===== src/rtl/hdmi_wave_writer.sv =====
// Multi-channel column sweep writer for the ping-pong HDMI framebuffer.
// Define HDMI_WAVE_LINE_EN to join consecutive samples with vertical lines instead of dots.
module hdmi_wave_writer #(
    parameter int NUM_CH      = 2,
    parameter int VAL_RES     = 16,
    parameter int WIDTH       = 1024,
    parameter int HEIGHT      = 480,
    parameter int LOG2_WIDTH  = 10,
    parameter int LOG2_HEIGHT = 9,
    parameter int ADDR_WIDTH  = 19
) (
    input  logic                      clkWR,
    input  logic                      rst,
    input  logic [NUM_CH*VAL_RES-1:0] valIn,
    input  logic                      valValid,
    output logic                      valReady,
    output logic                      swapReq,
    input  logic                      swapAck,
    output logic                      bufSel,
    output logic                      frameDone,
    output logic                      EN0,
    output logic                      WE0,
    output logic                      EN1,
    output logic                      WE1,
    output logic [ADDR_WIDTH-1:0]     addrB0,
    output logic [ADDR_WIDTH-1:0]     addrB1,
    output logic [NUM_CH-1:0]         WD
);

    localparam int PW = VAL_RES + LOG2_HEIGHT;
    localparam logic [PW-1:0]          H_P   = PW'(HEIGHT);
    localparam logic [LOG2_HEIGHT-1:0] H_MAX = LOG2_HEIGHT'(HEIGHT - 1);
    localparam logic [LOG2_WIDTH-1:0]  W_MAX = LOG2_WIDTH'(WIDTH - 1);

    typedef enum logic [1:0] {LOAD, MAP, SWEEP, SWAP} state_t;

    state_t state, state_d;
    logic [NUM_CH*VAL_RES-1:0] val_q;
    logic [LOG2_HEIGHT-1:0]    row_q    [NUM_CH];
    logic [LOG2_HEIGHT-1:0]    row_calc [NUM_CH];
    logic [LOG2_HEIGHT-1:0]    row_src  [NUM_CH];
    logic [LOG2_HEIGHT-1:0]    row_cnt, row_cnt_d, wr_row;
    logic [LOG2_WIDTH-1:0]     x, x_d;
    logic                      buf_d, wr_d, frame_d;
    logic [NUM_CH-1:0]         wd_d;
    logic                      accept;

`ifdef HDMI_WAVE_LINE_EN
    logic [LOG2_HEIGHT-1:0]    prev_q   [NUM_CH];
    logic [LOG2_HEIGHT-1:0]    prev_src [NUM_CH];
    logic [LOG2_HEIGHT-1:0]    lo_v     [NUM_CH];
    logic [LOG2_HEIGHT-1:0]    hi_v     [NUM_CH];
`endif

    assign accept = (state == LOAD) && valReady && valValid;

    // Row 0 is written on the MAP->SWEEP edge, so MAP compares against the freshly mapped rows.
    always_comb begin
        for (int c = 0; c < NUM_CH; c++) begin
            row_calc[c] = H_MAX - LOG2_HEIGHT'((PW'(val_q[c*VAL_RES +: VAL_RES]) * H_P) >> VAL_RES);
            row_src[c]  = (state == MAP) ? row_calc[c] : row_q[c];
`ifdef HDMI_WAVE_LINE_EN
            if (state == MAP)
                prev_src[c] = (x == '0) ? row_calc[c] : row_q[c];
            else
                prev_src[c] = prev_q[c];
`endif
        end
    end

    always_comb begin
        state_d   = state;
        row_cnt_d = row_cnt;
        x_d       = x;
        buf_d     = bufSel;
        wr_d      = 1'b0;
        wr_row    = row_cnt;
        frame_d   = 1'b0;
        case (state)
            LOAD: if (accept) state_d = MAP;
            MAP: begin
                state_d   = SWEEP;
                row_cnt_d = '0;
                wr_d      = 1'b1;
                wr_row    = '0;
            end
            SWEEP: begin
                if (row_cnt == H_MAX) begin
                    if (x == W_MAX) begin
                        state_d = SWAP;
                    end else begin
                        x_d     = x + 1'b1;
                        state_d = LOAD;
                    end
                end else begin
                    row_cnt_d = row_cnt + 1'b1;
                    wr_d      = 1'b1;
                    wr_row    = row_cnt + 1'b1;
                end
            end
            SWAP: begin
                if (swapAck) begin
                    buf_d   = ~bufSel;
                    x_d     = '0;
                    frame_d = 1'b1;
                    state_d = LOAD;
                end
            end
            default: state_d = LOAD;
        endcase
    end

    always_comb begin
        wd_d = '0;
        for (int c = 0; c < NUM_CH; c++) begin
`ifdef HDMI_WAVE_LINE_EN
            lo_v[c] = (prev_src[c] < row_src[c]) ? prev_src[c] : row_src[c];
            hi_v[c] = (prev_src[c] < row_src[c]) ? row_src[c] : prev_src[c];
            wd_d[c] = wr_d && (wr_row >= lo_v[c]) && (wr_row <= hi_v[c]);
`else
            wd_d[c] = wr_d && (wr_row == row_src[c]);
`endif
        end
    end

    always_ff @(posedge clkWR or posedge rst) begin
        if (rst) begin
            state     <= LOAD;
            row_cnt   <= '0;
            x         <= '0;
            val_q     <= '0;
            bufSel    <= 1'b0;
            valReady  <= 1'b0;
            swapReq   <= 1'b0;
            frameDone <= 1'b0;
            EN0       <= 1'b0;
            WE0       <= 1'b0;
            EN1       <= 1'b0;
            WE1       <= 1'b0;
            addrB0    <= '0;
            addrB1    <= '0;
            WD        <= '0;
            for (int c = 0; c < NUM_CH; c++) begin
                row_q[c] <= '0;
`ifdef HDMI_WAVE_LINE_EN
                prev_q[c] <= '0;
`endif
            end
        end else begin
            state     <= state_d;
            row_cnt   <= row_cnt_d;
            x         <= x_d;
            bufSel    <= buf_d;
            valReady  <= (state_d == LOAD);
            swapReq   <= (state_d == SWAP);
            frameDone <= frame_d;
            EN0       <= wr_d && !bufSel;
            WE0       <= wr_d && !bufSel;
            EN1       <= wr_d && bufSel;
            WE1       <= wr_d && bufSel;
            addrB0    <= (wr_d && !bufSel) ? ADDR_WIDTH'({wr_row, x}) : '0;
            addrB1    <= (wr_d && bufSel)  ? ADDR_WIDTH'({wr_row, x}) : '0;
            WD        <= wd_d;
            if (accept)
                val_q <= valIn;
            if (state == MAP) begin
                for (int c = 0; c < NUM_CH; c++) begin
                    row_q[c] <= row_calc[c];
`ifdef HDMI_WAVE_LINE_EN
                    prev_q[c] <= prev_src[c];
`endif
                end
            end
        end
    end

endmodule


===== config.mk =====
export PLATFORM = sky130hd
export DESIGN_NAME = hdmi_wave_writer
export DESIGN_NICKNAME = d
export VERILOG_FILES = /design/src/rtl/hdmi_wave_writer.sv
export SDC_FILE = /design/constraint.sdc
export NUM_CORES = 1
export LEC_CHECK = 0
export BUFFER_PORTS_ARGS = -buffer_cell sky130_fd_sc_hd__buf_4
export CORE_ASPECT_RATIO = 1.5
export CORE_MARGIN = 2
export CORE_UTILIZATION = 29
export DETAILED_ROUTE_END_ITERATION = 12
export PLACE_DENSITY = 0.49
export RECOVER_POWER = 50
export SYNTH_ARGS = -nofsm -noshare
export SYNTH_HDL_FRONTEND = slang
export SYNTH_SLANG_ARGS = --single-unit

===== constraint.sdc =====
create_clock -name clkWR -period 4.77 [get_ports clkWR]
set_clock_uncertainty 0.05 [all_clocks]
set_input_delay 0.954 -clock clkWR [delete_from_list [all_inputs] [get_ports clkWR]]
set_output_delay 0.954 -clock clkWR [all_outputs]
set_load 0.01 [all_outputs]

# [Yosys cells after proc, flatten, opt, wreduce, memory -nomap -nowiden]
# Cells that the tools add are included.
# Widths: inputs -> output; s select.
[op_classes] add_sub_neg=4 n_mul=2 eq_ne=11 muxes=19 bitwise=1 n_reduce_logical=12
[op_table] operator="$mul 16x4->20 const B" count=2
[op_table] operator="$mux 19" count=2
[op_table] operator="$mux 10" count=3
[op_table] operator="$mux 9" count=3
[op_table] operator="$pmux 10 s2" count=1
[op_table] operator="$eq 9x9->1" count=2
[op_table] operator="$pmux 9 s2" count=1
[op_table] operator="$sub 9x9->9 const A" count=2
[op_table] operator="$add 10x1->10 const B" count=1
[op_table] operator="$eq 10x10->1 const B" count=1
[op_table] operator="$add 9x1->9 const B" count=1
[op_table] operator="$eq 9x9->1 const B" count=1
[op_table] operator="$mux 2" count=4
[op_table] operator="$pmux 2 s4" count=1
[op_table] operator="$eq 2x2->1 const B" count=3
[op_table] operator="$logic_and 1x1->1" count=6
[op_table] operator="$ne 2x2->1 const B" count=3
[op_table] operator="$logic_not 2->1" count=2
[op_table] operator="$reduce_and 4->1" count=1
[op_table] operator="$mux 1" count=3
[op_table] operator="$eq 2x1->1 const B" count=1
[op_table] operator="$pmux 1 s2" count=1
[op_table] operator="$reduce_and 2->1" count=1
[op_table] operator="$reduce_bool 2->1" count=1
[op_table] operator="other kinds (2)" count=2
[totals] reg_bits=117 in_bits=36 out_inout_bits=48

# [Logic depth before layout (Yosys ltp)]
# Gate-level depths: netlist (run 1).
[depth] word_depth=6 depth_mapped=15

# [Worst setup path after synthesis (run 1)]
# No wires, ideal clock.
[synth_path] path_type="flip-flop to flip-flop" start="register val_q[5]" end="register WD[0]" setup_ns=0.111 arrival_time_ns=4.045 required_time_ns=4.609 slack_ns=0.564 path_stages_with_launch=15 synth_period_minus_slack_ns=4.206 cell_sequence="dfrtp_1 inv_1 fa_1 fa_1 inv_1 ha_1 a211oi_1 o21ai_1 and2_1 o41ai_2 nor2_1 mux2_2 xnor2_1 or4_1 a2111oi_2"
[synth_via] elab_chain_len=5
[synth_rtl] item="from (decl)" line_no="38" source="logic [NUM_CH*VAL_RES-1:0] val_q;"
[synth_rtl] item="from (signal assigned)" line_no="165" source="val_q <= valIn;"
[synth_rtl] item="$mul 16x4->20" line_no="60" source="row_calc[c] = H_MAX - LOG2_HEIGHT'((PW'(val_q[c*VAL_RES +: VAL_RES]) * H_P) >> VAL_RES);"
[synth_rtl] item="$sub 9x9->9" line_no="60"
[synth_rtl] item="$mux 9" line_no="61" source="row_src[c] = (state == MAP) ? row_calc[c] : row_q[c];"
[synth_rtl] item="$eq 9x9->1" line_no="121" source="wd_d[c] = wr_d && (wr_row == row_src[c]);"
[synth_rtl] item="$logic_and 1x1->1" line_no="121"
[synth_rtl] item="via wd_d[0]" line_no="45" source="logic [NUM_CH-1:0] wd_d;"
[synth_rtl] item="to (signal assigned)" line_no="163" source="WD <= wd_d;"
[synth_rtl] item="to (decl)" line_no="27" source="output logic [NUM_CH-1:0] WD"
# The timed path passes the listed nets, and every way through them passes these cells.
# A chain may end at the register's enable or synchronous reset.

# [Worst setup path in the final report (run 1)]
[layout_path] start="register val_q[6]" end="register WD[0]"
# Same word-level chain as after synthesis.

==> summary.md, run 1 <==
| Metric | Value |
|---|---|
| First-pass GRT wire length | 33.7 mm |
| Input/output buffers | 83 |
| Sw Ratio | 23.0% |
| Final Hold Viols | 0 |
| FILL cells | 2847 |
| R2r startpoint | val_q[6]$_DFFE_PP0P_ |
| LEAKAGE | 0.00486 uW |
| Pwr/cell area | 235 nW/um^2 |
| Post-synth ARST share | 100% |
| Vias after detailed routing | 6099 |
| Hold path endpoint | row_q[14]$_DFFE_PP0N_ |
| Worst EP required | 5.03 ns |
| Number of synthesized flops with an enable pin | 0 |
| Die Ht | 211 microns |
| Hold path depth | 1 |
| Initial Utilization | 29.6% |
| Synthesized Nets | 966 |
| DP Wirelength | 14.9 mm |
| Post-synthesis area per instance | 10.1 sq um |
| Synth Register Bits | 117 |
| Clk_lat worst skew | 0.42 ns |
| WL final | 19.8 mm |
| All-Layer GR Usage | 14.2% |
| Die footprint | 30100 sq um |
| Via/cell ratio | 4.80 |
| Worst setup SP type | flop |
| Internal | 1800 uW |
| R2r endpoint | WD[0]$_DFF_PP0_ |
| Site row count | 75 |
| Clock network fraction of design power | 55.7% |
| Tmin final | 4.45 ns |
| Slew @ Worst Pin | 3.03 ns |
| Register area share after synthesis | 35.2% |
| Max VDD drop | 0.000234 V |
| I/O pin count | 84 |
| Pre-CTS setup slack | 0.203 ns |
| Post-Syn Area | 8310 sq um |
| Max Cap Violations | 1 |
| DRC | 0 |
| Fmax | 225 MHz |
| Cell depth of the worst flop-to-flop path | 14 |
| Hold Path Class | reg -> reg |
| Final period util | 93.3% |
| H-tree levels | 4 |
| Layout area overhead | 19.7% |
| Clock sinks | 117 |
| Max Buffers Root-to-Sink | 2 |
| Commonest cells after routing, fill and taps aside | dfrtp_1 (116), inv_1 (106), buf_4 (76), fa_1 (56) |
| Drt pass-1 iters | 4 |
| Top_reg_cell synth | dfrtp_1 |
| Share of cells above drive strength 1 | 19.6% |
| Nets | 1056 |
| Hold Startpoint | row_q[14]$_DFFE_PP0N_ |
| Ant diodes | 0 |
| Final setup violation count | 0 |
| CP Class | reg -> reg |
| Largest net degree at the start of global routing | 69 |
| Max_slew headroom | -103% |
| Vias in the first global route | 6503 |
| R2R setup slack | 0.32 ns |
| Final ANT Viol Nets | 0 |
| Die Wd | 142 microns |
| Initial antenna violation count | 0 |
| Part of the power in registers | 42.5% |
| Post-Synthesis Cells | 822 |
| Distinct cells, synth | 75 |
| Net Sw Power | 537 uW |
| CTS Root Cell | clkbuf_16 |
| RePlAce Congestion | 0.845 |
| Logic pwr share | 1.8% |
| Commonest non-fill, non-tap cell in the layout | dfrtp_1 |
| Clk slew on worst S/H paths | 0.06 ns |
| Total power | 2330 uW |
| Routed len/inst | 15.6 microns |
| Starting DRC count in detailed routing | 337 |
| Crit path capture type | flop |
| CTS tree | yes |
| Grt total ovfl | 0 |
| Core region area | 28100 sq um |
| Max-slew violation count | 69 |
| Crit path DAT | 4.71 ns |
| Max FO, Critical Path | 6 |
| Final worst slack | 0.321 ns |
| Ys Warns | 0 |
| Status | complete, but fails checks |
| Failing checks | max-capacitance violations, max-slew violations |
| Inserted Clock Buffers | 17 |
==> layer usage <==
metal / share of wire [%] / GRT usage (%) / wire length, microns / vias up
met5: 0 / 0 / 0 / -
met4: 2.5 / 5.72 / 495 / 0
met3: 3.2 / 3.01 / 641 / 25
met2: 51 / 25.1 / 10200 / 110
met1: 43 / 16.7 / 8470 / 2970
li1: - / - / - / 2994
==> cells by family after synthesis <==
kind of cell,synth area share [%]
adder cells (fa/ha/maj),21.3
flip-flops,35.2
XOR/XNOR,4.07
multiplexers,5.39
AO/OA/AOI/OAI,13.1
AND/OR/NAND/NOR,14.2
buffers and inverters,6.60
==> sequential cells by signal (all words and copies together) (netlist names), 2 cells and up <==
signal,count
WD,2
row_cnt,9
row_q,18
addrB0,19
state,2
addrB1,19
val_q,32
x,10
==> metrics by stage <==
| stage | utilization (%) | hold slack [ns] | area, sq um | TNS, ns | std cells |
|---|---|---|---|---|---|
| global route | 35.4 | 0.479 | 9940 | -0.00488 | 1270 |
| floorplan | - | 0.418 | 8310 | 0 | 822 |
| CTS | 35.5 | 0.459 | 9970 | 0 | 1267 |
| detailed placement | 33.4 | 0.447 | 9380 | 0 | 1236 |
| global placement | 33.4 | 0.439 | 9380 | 0 | 1236 |
| finish | 35.4 | 0.456 | 9940 | 0 | 1270 |
==> Yosys cell counts (4+ instances only) <==
| master | instances | share of area (%) |
|---|---|---|
| o21a_1 | 4 | 0.36 |
| nand3_1 | 20 | 1.2 |
| and3_1 | 7 | 0.53 |
| nand2_1 | 44 | 2.0 |
| clkbuf_1 | 22 | 0.99 |
| nor2b_1 | 4 | 0.30 |
| xor2_1 | 13 | 1.4 |
| o21ai_0 | 25 | 1.5 |
| nor3_1 | 16 | 0.96 |
| mux2_2 | 38 | 5.1 |
| nor2_1 | 40 | 1.8 |
| ha_1 | 52 | 7.8 |
| a31oi_1 | 4 | 0.30 |
| nor4_1 | 9 | 0.68 |
| or3_1 | 6 | 0.45 |
| and2_1 | 31 | 2.3 |
| nand4_1 | 14 | 1.1 |
| a21oi_1 | 50 | 3.0 |
| a21o_1 | 8 | 0.72 |
| nand2b_1 | 5 | 0.38 |
| or4_1 | 6 | 0.54 |
| or2_2 | 5 | 0.38 |
| xnor2_1 | 23 | 2.4 |
| o31ai_1 | 9 | 0.81 |
| dfrtp_1 | 117 | 35 |
| a2111oi_0 | 4 | 0.42 |
| inv_1 | 110 | 5.0 |
| a211oi_1 | 4 | 0.36 |
| fa_1 | 56 | 13 |
| o211ai_1 | 5 | 0.45 |
==> worst max-delay path, stage by stage, from the launching register on <==
cell and delay, ns:
dfrtp_1 0.40, inv_1 0.17, fa_1 0.46, fa_1 0.51, inv_1 0.04, ha_1 0.32
a211oi_1 0.23, o21ai_1 0.14, and2_1 0.22, o41ai_4 0.53, nor2_1 0.14, mux2_2 0.31
xnor2_1 0.12, or4_1 0.48, a2111oi_2 0.21
==> final cells by class <==
cell class                      instances  area, sq um  area share, %
Multi-Input combinational cell        564         4890           49.2
Sequential cell                       117         2930           29.5
Timing Repair Buffer                  101          686           6.90
Clock buffer                           18          439           4.42
Tap cell                              346          433           4.35
Inverter                              111          418           4.20
Clock inverter                         13          150           1.51
==> repair_timing <==
action                     in CTS  in global routing
resized for setup               0                 14
setup buffers                   0                  3
setup endpoints to repair       0                  2
hold buffers                    0                  0
==> power by group through the flow <==
stage / logic (uW) / clock network (uW) / registers [uW]
floorplan: 14.7 / 0 / 1010
global placement: 47.1 / 0 / 1010
detailed placement: 46.8 / 0 / 1010
CTS: 46.9 / 1350 / 992
global route: 48.3 / 1380 / 992
finish: 42.0 / 1300 / 993
==> how the worst max path moves through the flow <==
stage | cells past startpoint | slack (ns) | end | startpoint
after detailed placement | 14 | 0.20 | WD[0]$_DFF_PP0_ | val_q[6]$_DFFE_PP0P_
final | 14 | 0.32 | WD[0]$_DFF_PP0_ | val_q[6]$_DFFE_PP0P_
after global routing | 15 | -0.005 | WD[0]$_DFF_PP0_ | val_q[12]$_DFFE_PP0P_
after global placement | 14 | 0.25 | WD[0]$_DFF_PP0_ | val_q[6]$_DFFE_PP0P_
after CTS | 14 | 0.18 | WD[0]$_DFF_PP0_ | val_q[6]$_DFFE_PP0P_
after floorplan | 14 | 0.56 | WD[0]$_DFF_PP0_ | val_q[5]$_DFFE_PP0P_
No activity file was read; power rests on OpenSTA's default activity.
==> run 2, diff against run 1 <==
- PLACE_DENSITY: 0.49 -> default
- PLACE_DENSITY_LB_ADDON: default -> 0.1
==> run 2 against run 1 <==
Against the previous run: the flow still finishes with violations (max-capacitance violations, max-slew violations); clock-buffer cell count rose by 1; worst setup slack worse by 0.091 ns; core utilization down 0.17 points; worst hold slack better by 0.00078 ns; non-clock buffer count grew 1; highest routed layer unchanged.
==> summary.md, run 2 (same netlist as run 1, synthesis figures left out) <==
| Metric | Value |
|---|---|
| Initial Utilization | 29.6% |
| Clock sinks | 117 |
| Largest registers | val_q: 32 flops, addrB0: 19 flops, addrB1: 19 flops |
| Ant diodes | 0 |
| Inserted Clock Buffers | 17 |
| Via/cell ratio | 4.81 |
| R2r startpoint | val_q[30]$_DFFE_PP0P_ |
| Pwr/cell area | 227 nW/um^2 |
| FILL cells | 2876 |
| Cts hold-fix bufs | 0 |
| Max reg flops | 32 |
| Crit path DAT | 4.82 ns |
| Initial antenna violation count | 0 |
| Core region area | 28100 sq um |
| DP Wirelength | 15.9 mm |
| Die Ht | 211 microns |
| Clk_lat worst skew | 0.42 ns |
| Max_slew headroom | -90.4% |
| CP Class | reg -> reg |
| CTS tree | yes |
| Routed len/inst | 16.3 microns |
| RePlAce Congestion | 0.839 |
| Total power | 2250 uW |
| Tmin final | 4.54 ns |
| Fmax | 220 MHz |
| Post-CTS Repair Setup Buffers | 0 |
| Grt total ovfl | 0 |
| M3 GR Usage | 3.19% |
| Drt pass-1 iters | 4 |
| Vias after detailed routing | 6119 |
| DRC | 0 |
| Die footprint | 30100 sq um |
| Max VDD drop | 0.000200 V |
| LEAKAGE | 0.00487 uW |
| Met2 GRT Util | 26.8% |
| Crit path capture type | flop |
| Clk slew on worst S/H paths | 0.06 ns |
| Grt peak-use layer | met2 |
| R2R setup slack | 0.23 ns |
| Failing checks | max-capacitance violations, max-slew violations |
| R2r endpoint | WD[1]$_DFF_PP0_ |
| Slew @ Worst Pin | 2.86 ns |
| Hold Path Class | reg -> reg |
| Max-slew violation count | 73 |
| Max Buffers Root-to-Sink | 2 |
| Status | complete, but fails checks |
| Site row count | 75 |
| Die Wd | 142 microns |
| Final period util | 95.2% |
| Input/output buffers | 83 |
| Largest Register | val_q |
| Final ANT Viol Nets | 0 |
| # resized after CTS | 0 |
| First-pass GRT wire length | 35.1 mm |
| Met1 usage | 17.8% |
| Final setup violation count | 0 |
| Layout area overhead | 19.1% |
| Cell depth of the worst flop-to-flop path | 14 |
| Commonest cells after routing, fill and taps aside | dfrtp_1 (116), inv_1 (104), buf_4 (79), fa_1 (56), ha_1 (51) |
| CTS Root Cell | clkbuf_16 |
| Vias in the first global route | 6555 |
| Nets | 1057 |
| All-Layer GR Usage | 15.0% |
| Starting DRC count in detailed routing | 203 |
| Worst setup path endpoint | WD[1]$_DFF_PP0_ |
| Commonest non-fill, non-tap cell in the layout | dfrtp_1 |
| Max Cap Violations | 1 |
| Worst EP required | 5.05 ns |
| Worst Setup SP | val_q[30]$_DFFE_PP0P_ |
| I/O pin count | 84 |
| Max FO, Critical Path | 8 |
| Worst setup SP type | flop |
| Worst hold margin | 0.457 ns |
| H-tree levels | 4 |
| Final Hold Viols | 0 |
| WL final | 20.8 mm |
| Share of cells above drive strength 1 | 19.7% |
| Largest net degree at the start of global routing | 73 |
[run 2: cell types whose count changed in the layout (fill, tap and decap cells not counted), moves of 2 or more]
cell	change
clkbuf_1	-2
inv_1	-2
ha_2	-2
clkinvlp_4	+2
clkinv_4	-5
inv_2	+3
inv_6	+3
buf_4	+3
ha_1	+2
bufinv_16	-2
[run 2: power by group]
part	internal [uW]	switching (uW)	total, uW	leakage [uW]
clock	696	518	1210	0.000259
sequential	993	0	993	0.00151
combinational	18.6	24.7	43.4	0.00310
total	1710	542	2250	0.00487
[run 2: per-layer routing]
layer | part of all wire [%] | wire length (microns)
met4 | 1.3 | 278
met1 | 42 | 8820
met2 | 53 | 11000
met3 | 3.3 | 686
met5 | 0 | 0
[run 2: per-stage QoR]
step / setup TNS (ns) / cells / cell area [sq um] / worst slack [ns] / util [%]
after CTS: 0 / 1271 / 9930 / 0.0695 / 35.4
after floorplan: 0 / 822 / 8310 / 0.564 / -
after global routing: -0.00179 / 1271 / 9900 / -0.00179 / 35.3
after detailed placement: 0 / 1240 / 9380 / 0.0958 / 33.4
final: 0 / 1271 / 9900 / 0.230 / 35.3
after global placement: 0 / 1240 / 9380 / 0.113 / 33.4
[run 2: worst max-delay path: stages (launching register included)]
cell and delay [ns]:
dfrtp_2 0.45, inv_1 0.15, fa_1 0.45, fa_1 0.51
inv_1 0.04, ha_2 0.41, nand4_1 0.21, nor2_1 0.23
or4b_1 0.56, o211ai_2 0.13, xnor2_1 0.17, or4_1 0.53
a31o_1 0.25, xnor2_1 0.12, nor4_1 0.17
[run 2: worst min-delay path by stage]
stage                     startpoint               endpoint  slack [ns]  cells after the start
6_report        val_q[8]$_DFFE_PP0P_   val_q[8]$_DFFE_PP0P_        0.46                      1
3_3_place_gp   val_q[11]$_DFFE_PP0P_  val_q[11]$_DFFE_PP0P_        0.44                      1
2_1_floorplan  row_q[11]$_DFFE_PP0N_  row_q[11]$_DFFE_PP0N_        0.42                      2
3_5_place_dp   val_q[26]$_DFFE_PP0P_  val_q[26]$_DFFE_PP0P_        0.45                      1
4_1_cts         val_q[7]$_DFFE_PP0P_   val_q[7]$_DFFE_PP0P_        0.46                      1
5_1_grt        row_q[14]$_DFFE_PP0N_  row_q[14]$_DFFE_PP0N_        0.48                      1
[run 2: area by class of cell]
cell class              instances  area, sq um  area share [%]
multi-input cells             564         4890            49.4
flip-flops and latches        117         2930            29.6
repair buffers                102          686            6.93
clock buffers                  19          453            4.58
well taps                     346          433            4.37
inverters                     111          417            4.21
clock inverters                12         92.6           0.936
